===== src/rtl/const_load_seq.sv =====
// Multi-cycle immediate loader: sequences LUI, OR and a register-file write through the shared ALU.
// Optional CONST_LOAD_SKIP_OR_EN skips the OR step when the low half of the immediate is zero.
module const_load_seq #(
    parameter int unsigned N      = 32,
    parameter int unsigned RW     = 5,
    parameter logic [3:0]  OP_LUI = 4'd9,
    parameter logic [3:0]  OP_OR  = 4'd3
) (
    input  logic          clk,
    input  logic          rst_n,
    input  logic          req_valid,
    output logic          req_ready,
    input  logic [N-1:0]  req_imm,
    input  logic [RW-1:0] req_rd,
    output logic [3:0]    alu_op,
    output logic [N-1:0]  alu_a,
    output logic [N-1:0]  alu_b,
    input  logic [N-1:0]  alu_res,
    output logic          rf_we,
    output logic [RW-1:0] rf_waddr,
    output logic [N-1:0]  rf_wdata,
    output logic          busy,
    output logic          done
);

    localparam int unsigned H = N / 2;

    typedef enum logic [1:0] {
        IDLE  = 2'd0,
        S_LUI = 2'd1,
        S_OR  = 2'd2,
        S_WB  = 2'd3
    } state_t;

    state_t        state_q, state_d;
    logic [H-1:0]  imm_lo_q, imm_lo_d;
    logic [RW-1:0] rd_q, rd_d;

    logic          req_ready_d, busy_d, done_d, rf_we_d;
    logic [3:0]    alu_op_d;
    logic [N-1:0]  alu_a_d, alu_b_d, rf_wdata_d;
    logic [RW-1:0] rf_waddr_d;
    logic          skip_or;

    // The ALU result captured in S_LUI is already final when the low half is zero.
`ifdef CONST_LOAD_SKIP_OR_EN
    assign skip_or = (imm_lo_q == '0);
`else
    assign skip_or = 1'b0;
`endif

    // Next state plus the output values that belong to that next state, so every output is a flop.
    // The upper immediate half is consumed at accept time, so only the lower half is kept.
    always_comb begin
        state_d     = state_q;
        imm_lo_d    = imm_lo_q;
        rd_d        = rd_q;
        req_ready_d = 1'b0;
        busy_d      = 1'b1;
        done_d      = 1'b0;
        alu_op_d    = '0;
        alu_a_d     = '0;
        alu_b_d     = '0;
        rf_we_d     = 1'b0;
        rf_waddr_d  = '0;
        rf_wdata_d  = '0;

        case (state_q)
            IDLE: begin
                if (req_valid && req_ready) begin
                    state_d  = S_LUI;
                    imm_lo_d = req_imm[H-1:0];
                    rd_d     = req_rd;
                    alu_op_d = OP_LUI;
                    alu_a_d  = {{H{1'b0}}, req_imm[N-1:H]};
                end else begin
                    req_ready_d = 1'b1;
                    busy_d      = 1'b0;
                end
            end
            S_LUI: begin
                if (skip_or) begin
                    state_d    = S_WB;
                    rf_we_d    = (rd_q != '0);
                    rf_waddr_d = rd_q;
                    rf_wdata_d = alu_res;
                    done_d     = 1'b1;
                end else begin
                    state_d  = S_OR;
                    alu_op_d = OP_OR;
                    alu_a_d  = alu_res;
                    alu_b_d  = {{H{1'b0}}, imm_lo_q};
                end
            end
            S_OR: begin
                state_d    = S_WB;
                rf_we_d    = (rd_q != '0);
                rf_waddr_d = rd_q;
                rf_wdata_d = alu_res;
                done_d     = 1'b1;
            end
            S_WB: begin
                state_d     = IDLE;
                req_ready_d = 1'b1;
                busy_d      = 1'b0;
            end
            default: begin
                state_d     = IDLE;
                req_ready_d = 1'b1;
                busy_d      = 1'b0;
            end
        endcase
    end

    // State, latched request and registered outputs.
    always_ff @(posedge clk or negedge rst_n) begin
        if (!rst_n) begin
            state_q   <= IDLE;
            imm_lo_q  <= '0;
            rd_q      <= '0;
            req_ready <= 1'b1;
            busy      <= 1'b0;
            done      <= 1'b0;
            alu_op    <= '0;
            alu_a     <= '0;
            alu_b     <= '0;
            rf_we     <= 1'b0;
            rf_waddr  <= '0;
            rf_wdata  <= '0;
        end else begin
            state_q   <= state_d;
            imm_lo_q  <= imm_lo_d;
            rd_q      <= rd_d;
            req_ready <= req_ready_d;
            busy      <= busy_d;
            done      <= done_d;
            alu_op    <= alu_op_d;
            alu_a     <= alu_a_d;
            alu_b     <= alu_b_d;
            rf_we     <= rf_we_d;
            rf_waddr  <= rf_waddr_d;
            rf_wdata  <= rf_wdata_d;
        end
    end

endmodule


===== config.mk =====
export PLATFORM = sky130hd
export DESIGN_NAME = const_load_seq
export DESIGN_NICKNAME = d
export VERILOG_FILES = /design/src/rtl/const_load_seq.sv
export SDC_FILE = /design/constraint.sdc
export NUM_CORES = 1
export LEC_CHECK = 0
export ABC_AREA = 1
export BUFFER_PORTS_ARGS = -buffer_cell sky130_fd_sc_hd__buf_2
export CAP_MARGIN = 0
export CORE_MARGIN = 4
export CORE_UTILIZATION = 47
export CTS_CLUSTER_DIAMETER = 120
export DETAILED_ROUTE_END_ITERATION = 6
export PLACE_DENSITY = 0.85
export REMOVE_ABC_BUFFERS = 1
export SLEW_MARGIN = 20
export SYNTH_ARGS = -nofsm -noshare
export SYNTH_HDL_FRONTEND = slang
export SYNTH_SLANG_ARGS = --single-unit

===== constraint.sdc =====
create_clock -name clk -period 3.3 [get_ports clk]
set_input_delay 0.165 -clock clk [delete_from_list [all_inputs] [get_ports clk]]
set_output_delay 0.165 -clock clk [all_outputs]
set_load 0.02 [all_outputs]

[Word level (Yosys, flattened, before mapping)]
Cells that the tools add are included.
Cells by class
  add/subtract/negate cells: 0
  $mul: 0
  div/mod/pow operators: 0
  $lt $le $gt $ge: 0
  equal/unequal tests: 4
  shifts and indexed selects: 0
  mux-type cells: 15
  bitwise operators: 0
  reductions and logical operators: 4
Operators by type and width (count)
  case mux 32 bit (2 select lines): 1
  2-to-1 mux 16 bit: 2
  2-to-1 mux 32 bit: 1
  case mux 2 bit (4 select lines): 1
  case mux 4 bit (2 select lines): 1
  2-to-1 mux 5 bit: 1
  nonzero test 5 bit: 1
  equality test 2 bit, second input constant: 2
  2-to-1 mux 1 bit: 4
  2-to-1 mux 4 bit: 1
  case mux 1 bit (2 select lines): 2
  equality test 2 x 1 -> 1 bit, second input constant: 1
  logical NOT 2 bit: 1
  2-to-1 mux 2 bit: 1
  != test 2 bit, second input constant: 1
  AND reduction 2 bit: 1
  logical AND 1 bit: 1
Storage, ports and cells
  flip-flop bits (word level): 132
  bits in latches: 0
  RAM bits: 0
  ROM bits: 0
  input bits: 72
  output and inout bits: 109
  word-level logic and storage cells: 35
  memories: 0

[Longest topological paths before layout]
  depth after elaboration: 3
  depth in mapped cells: 7
  gate-level depth less buffers: 6

[Worst setup path after synthesis]
No wires, ideal clock.
  kind: reg-to-reg
  start point: reg state_q[0]
  end point: reg alu_op[0]
  setup time: 127 ps
  arrival: 1210 ps
  data required time: 3173 ps
  path slack: 1962 ps
  cell stages (with the launch flop): 7
  buffers on the path: 1
  clock period less this slack: 1338 ps
  cell sequence: dfrtp_1 > inv_1 > ha_1 > inv_2 > nor2_4 > buf_6 > or2_2
Between the ends
  word-level cells in the longest chain between the ends: 2
  elaborated cells between the ends (all ways): 3
  classes of those cells: eq/ne (1); mux (1); reduce/logical (1)
Ends and longest elaborated chain
  from (decl): line 35  | state_t state_q, state_d;
  from (signal assigned): line 131  | state_q <= state_d;
  equality test 2 x 1 -> 1 bit / logical NOT 2 bit (equally long branches): line 68  | case (state_q)
  case mux 4 bit (2 select lines) (*): line 68
  via alu_op_d[0]: line 40  | logic [3:0] alu_op_d;
  to (signal assigned): line 137  | alu_op <= alu_op_d;
  to (decl): line 15  | output logic [3:0] alu_op,
The timed path passes the listed nets; every way through them passes the cells marked *.
A chain may end at the register's enable or synchronous reset.

[Worst setup path in the final report]
  start point: reg state_q[1]
  end point: reg alu_a[0]
Between the ends
  word-level cells in the longest chain between the ends: 2
  elaborated cells between the ends (all ways): 3
  classes of those cells: eq/ne (1); mux (1); reduce/logical (1)
Ends and longest elaborated chain
  equality test 2 x 1 -> 1 bit / logical NOT 2 bit (equally long branches): line 68
  case mux 32 bit (2 select lines) (*): line 68
  via alu_a_d[0]: line 41  | logic [N-1:0] alu_a_d, alu_b_d, rf_wdata_d;
  to (signal assigned): line 138  | alu_a <= alu_a_d;
  to (decl): line 16  | output logic [N-1:0] alu_a,
Marked as above.

==> metrics.cfg <==
[placed_design]
post_dp_cell_area_mm2=0.00502
finalWeightedCongestion=0.790
io_buffers=163
detailed_placement_hpwl_um=6560

[critical_path]
worst-endpoint-arrival_ns=2.90
worstPathRequired_ns=3.72
critPathMaxFanout=40
critical_path.reg2reg.endpoint=alu_a[0]
rrSetupSlack_ns=0.83
r2r_startpoint=state_q[1]
critical_path_class=register to register
worst_setup_path_end_kind=register
worst_setup_path_startpoint=state_q[1]
ff2ff_path_depth=7
worst_setup_path_start_kind=register

[clocking]
post-cts-setup-buffer-count=0
num_cts_buffers=17
clock_path_buffers=2
cts.reportedPaths.clkPinSlew_ns=0.06
tritoncts=built
cts_root_buffer=sky130_fd_sc_hd__clkbuf_8
ctsHtreeMaxLevel=4
clock_sink_count=115
clk_latency_ns=0.49
ctsResizeCount=0

[hold_path]
hold_path_depth=3
min-delay-path-class=primary input to register
hp-start=req_valid
whs_endpoint=state_q[0]

[grt]
first_global_vias=3818
antenna_found_initial=0
grt-ovfl-total=0
track_usage_pct=22.8
grt_first_pass_wirelength_um=18200
pin_count_of_the_biggest_net_entering_global_routing=61

[finish]
area_taken_by_multi_input_logic_gates_um2=881
final_net_count=746
num-fill-cells=584
seqCellArea_mm2=0.00288
stdcell_area_mm2=0.00638
layout.core_utilization_pct=73.2
post_route_cells_drive_above_1_share_pct=29.4
n_antenna_cell=0
area.growth.synth_to_final_pct=51.9

[pwr]
power_switching_mw=1.93
comb_power_share_pct=31.5
internal_power_of_the_cells_mw=3.57
switching_fraction_of_total_power_pct=35.1
peakVddDrop_v=0.000454
power_density_over_the_cells_mw_per_mm2=861
power_leakage_nw=4.07
share_clk_of_total_power_pct=31.4
share_seq_of_total_power_pct=37.1

[sta]
timing.slew.headroom_pct=33.0
finalClockSkew_ns=0.00599
maxSlewViolCount=0
finalWorstPathRequiredPeriod_ns=2.47
clock.fmax_ghz=0.404
final-hold-violation-count=0
timing.final.setup_violations=0
rsz0062_at_grt=no
final.setup.tns_ns=0
layout_worst_path_cycle_share_pct=74.9
worst_pin_slew_ns=1.01

[die]
rows=34
floorplan.core_area_mm2=0.00872
effective_utilization_at_floorplan_pct=48.2
die_y_um=103
dieArea_mm2=0.0105
die_outline_width_um=103
boundaryPins=181

[synthesis]
synth-seq-cells=115
synth_seq_area_share_pct=68.5
yosys_warnings=0
post_synth.cell_area_avg_um2=9.95
synth.lib_cells_used.distinct=19
combined_area_of_all_synthesized_cells_mm2=0.00420
synthesis.instances=422

[drt]
remaining_drc_errors=0
drt-vias-per-instance=4.51
first_iter_violations=98
routed-via-count=3556
drt-pass1-iter-count=5
route.final.wire_length_um=11400
detail_route.wl_per_cell_um=14.5
final_antenna_net_count=0

[job]
max_cap_violations=0

[run_status]
run_status=finished, final reports clean

## kinds of logic after synthesis
family | after synthesis | synth area share [%]
flops | 115 | 68.5
compound gates | 5 | 0.715
other cells | 1 | 0.0893
buf+inv | 107 | 12.0
fa+ha+maj | 5 | 1.49
simple gates | 189 | 17.2
## synthesized netlist by cell type (all sizes together)
cell,count,area [um2]
clkbuf,5,18.8
conb,1,3.75
buf,27,203
o21ai,3,18.8
or2,1,6.26
nand2,182,683
inv,75,282
dfstp,1,26.3
a21oi,1,5.00
nand3,2,10.0
a31oi,1,6.26
dfrtp,114,2850
nor2,4,22.5
ha,5,62.6
## power by group through the flow
stage                     clock, mW  sequential (mW)  combinational [mW]
final                          1.72             2.04                1.73
after detailed placement          0             2.05                1.60
after CTS                      1.75             2.03                1.72
after global placement            0             2.03                1.54
after floorplan                   0             2.46               0.563
after global routing           1.82             2.09                1.91
## layout make-up
| cell class | instances | share of cell area [%] |
|---|---|---|
| Clock buffer | 22 | 7.25 |
| Timing Repair Buffer | 244 | 25.6 |
| Clock inverter | 9 | 1.65 |
| Inverter | 75 | 4.41 |
| Tap cell | 108 | 2.12 |
| Multi-Input combinational cell | 216 | 13.8 |
| Sequential cell | 115 | 45.1 |
## metal layers
| metal | up-vias | GRT usage, % | routed length, um |
|---|---|---|---|
| met5 | - | 0 | 0 |
| met4 | 0 | 9.79 | 243 |
| met3 | 23 | 6.77 | 980 |
| met2 | 177 | 41.3 | 6100 |
| met1 | 1695 | 24.8 | 4090 |
| li1 | 1661 | - | - |
## flip-flops by register name, indices dropped and copies added, names as in the netlist, 2 cells and up
register / count
imm_lo_q: 16
alu_a: 32
alu_b: 16
rd_q: 5
rf_waddr: 5
state_q: 2
rf_wdata: 32
alu_op: 3
## metrics by stage
| stage | hold slack [ns] | setup slack (ns) | total power, mW | cells |
|---|---|---|---|---|
| 3_5_place_dp | 0.269 | 1.36 | 3.65 | 679 |
| 3_3_place_gp | 0.255 | 1.50 | 3.57 | 679 |
| 6_report | 0.0880 | 0.828 | 5.50 | 789 |
| 2_1_floorplan | -0.131 | 1.62 | 3.02 | 406 |
| 5_1_grt | 0.0896 | 0.629 | 5.82 | 789 |
| 4_1_cts | 0.0691 | 0.847 | 5.51 | 789 |
## critical path, cell delays in order, from the launching register on
cell and delay (ns):
sky130_fd_sc_hd__dfrtp_1 0.40, sky130_fd_sc_hd__inv_1 0.13, sky130_fd_sc_hd__ha_1 0.28, sky130_fd_sc_hd__inv_2 0.07, sky130_fd_sc_hd__nor2_4 0.74, sky130_fd_sc_hd__nand2_1 0.13
sky130_fd_sc_hd__nand2_1 0.11, sky130_fd_sc_hd__dlygate4sd3_1 0.56
## what timing repair did
action / CTS / global route
setup endpoints to repair: 0 / 0
endpoints found under the hold margin: 139 / 0
hold buffers: 79 / 0
## cells in the final DEF, fill, tap and decap left out, drive strengths merged, types with 2 or more instances in the layout
cell	synthesis	layout
nand2	182	182
buf	27	165
dfrtp	114	114
dlygate4sd3	0	79
inv	75	75
clkbuf	5	22
conb	1	17
ha	5	5
clkinvlp	0	4
nor2	4	4
clkinv	0	3
o21ai	3	3
nand3	2	2
bufinv	0	2
## worst max path at each step
| stage | to | slack (ns) | cells after the start |
|---|---|---|---|
| 2_1_floorplan | alu_op[0] | 1.62 | 3 |
| 3_3_place_gp | rd_q[4] | 1.50 | 6 |
| 3_5_place_dp | imm_lo_q[10] | 1.36 | 6 |
| 4_1_cts | alu_a[12] | 0.85 | 7 |
| 5_1_grt | alu_a[0] | 0.63 | 7 |
| 6_report | alu_a[0] | 0.83 | 7 |
(Power assumes the default switching activity.)
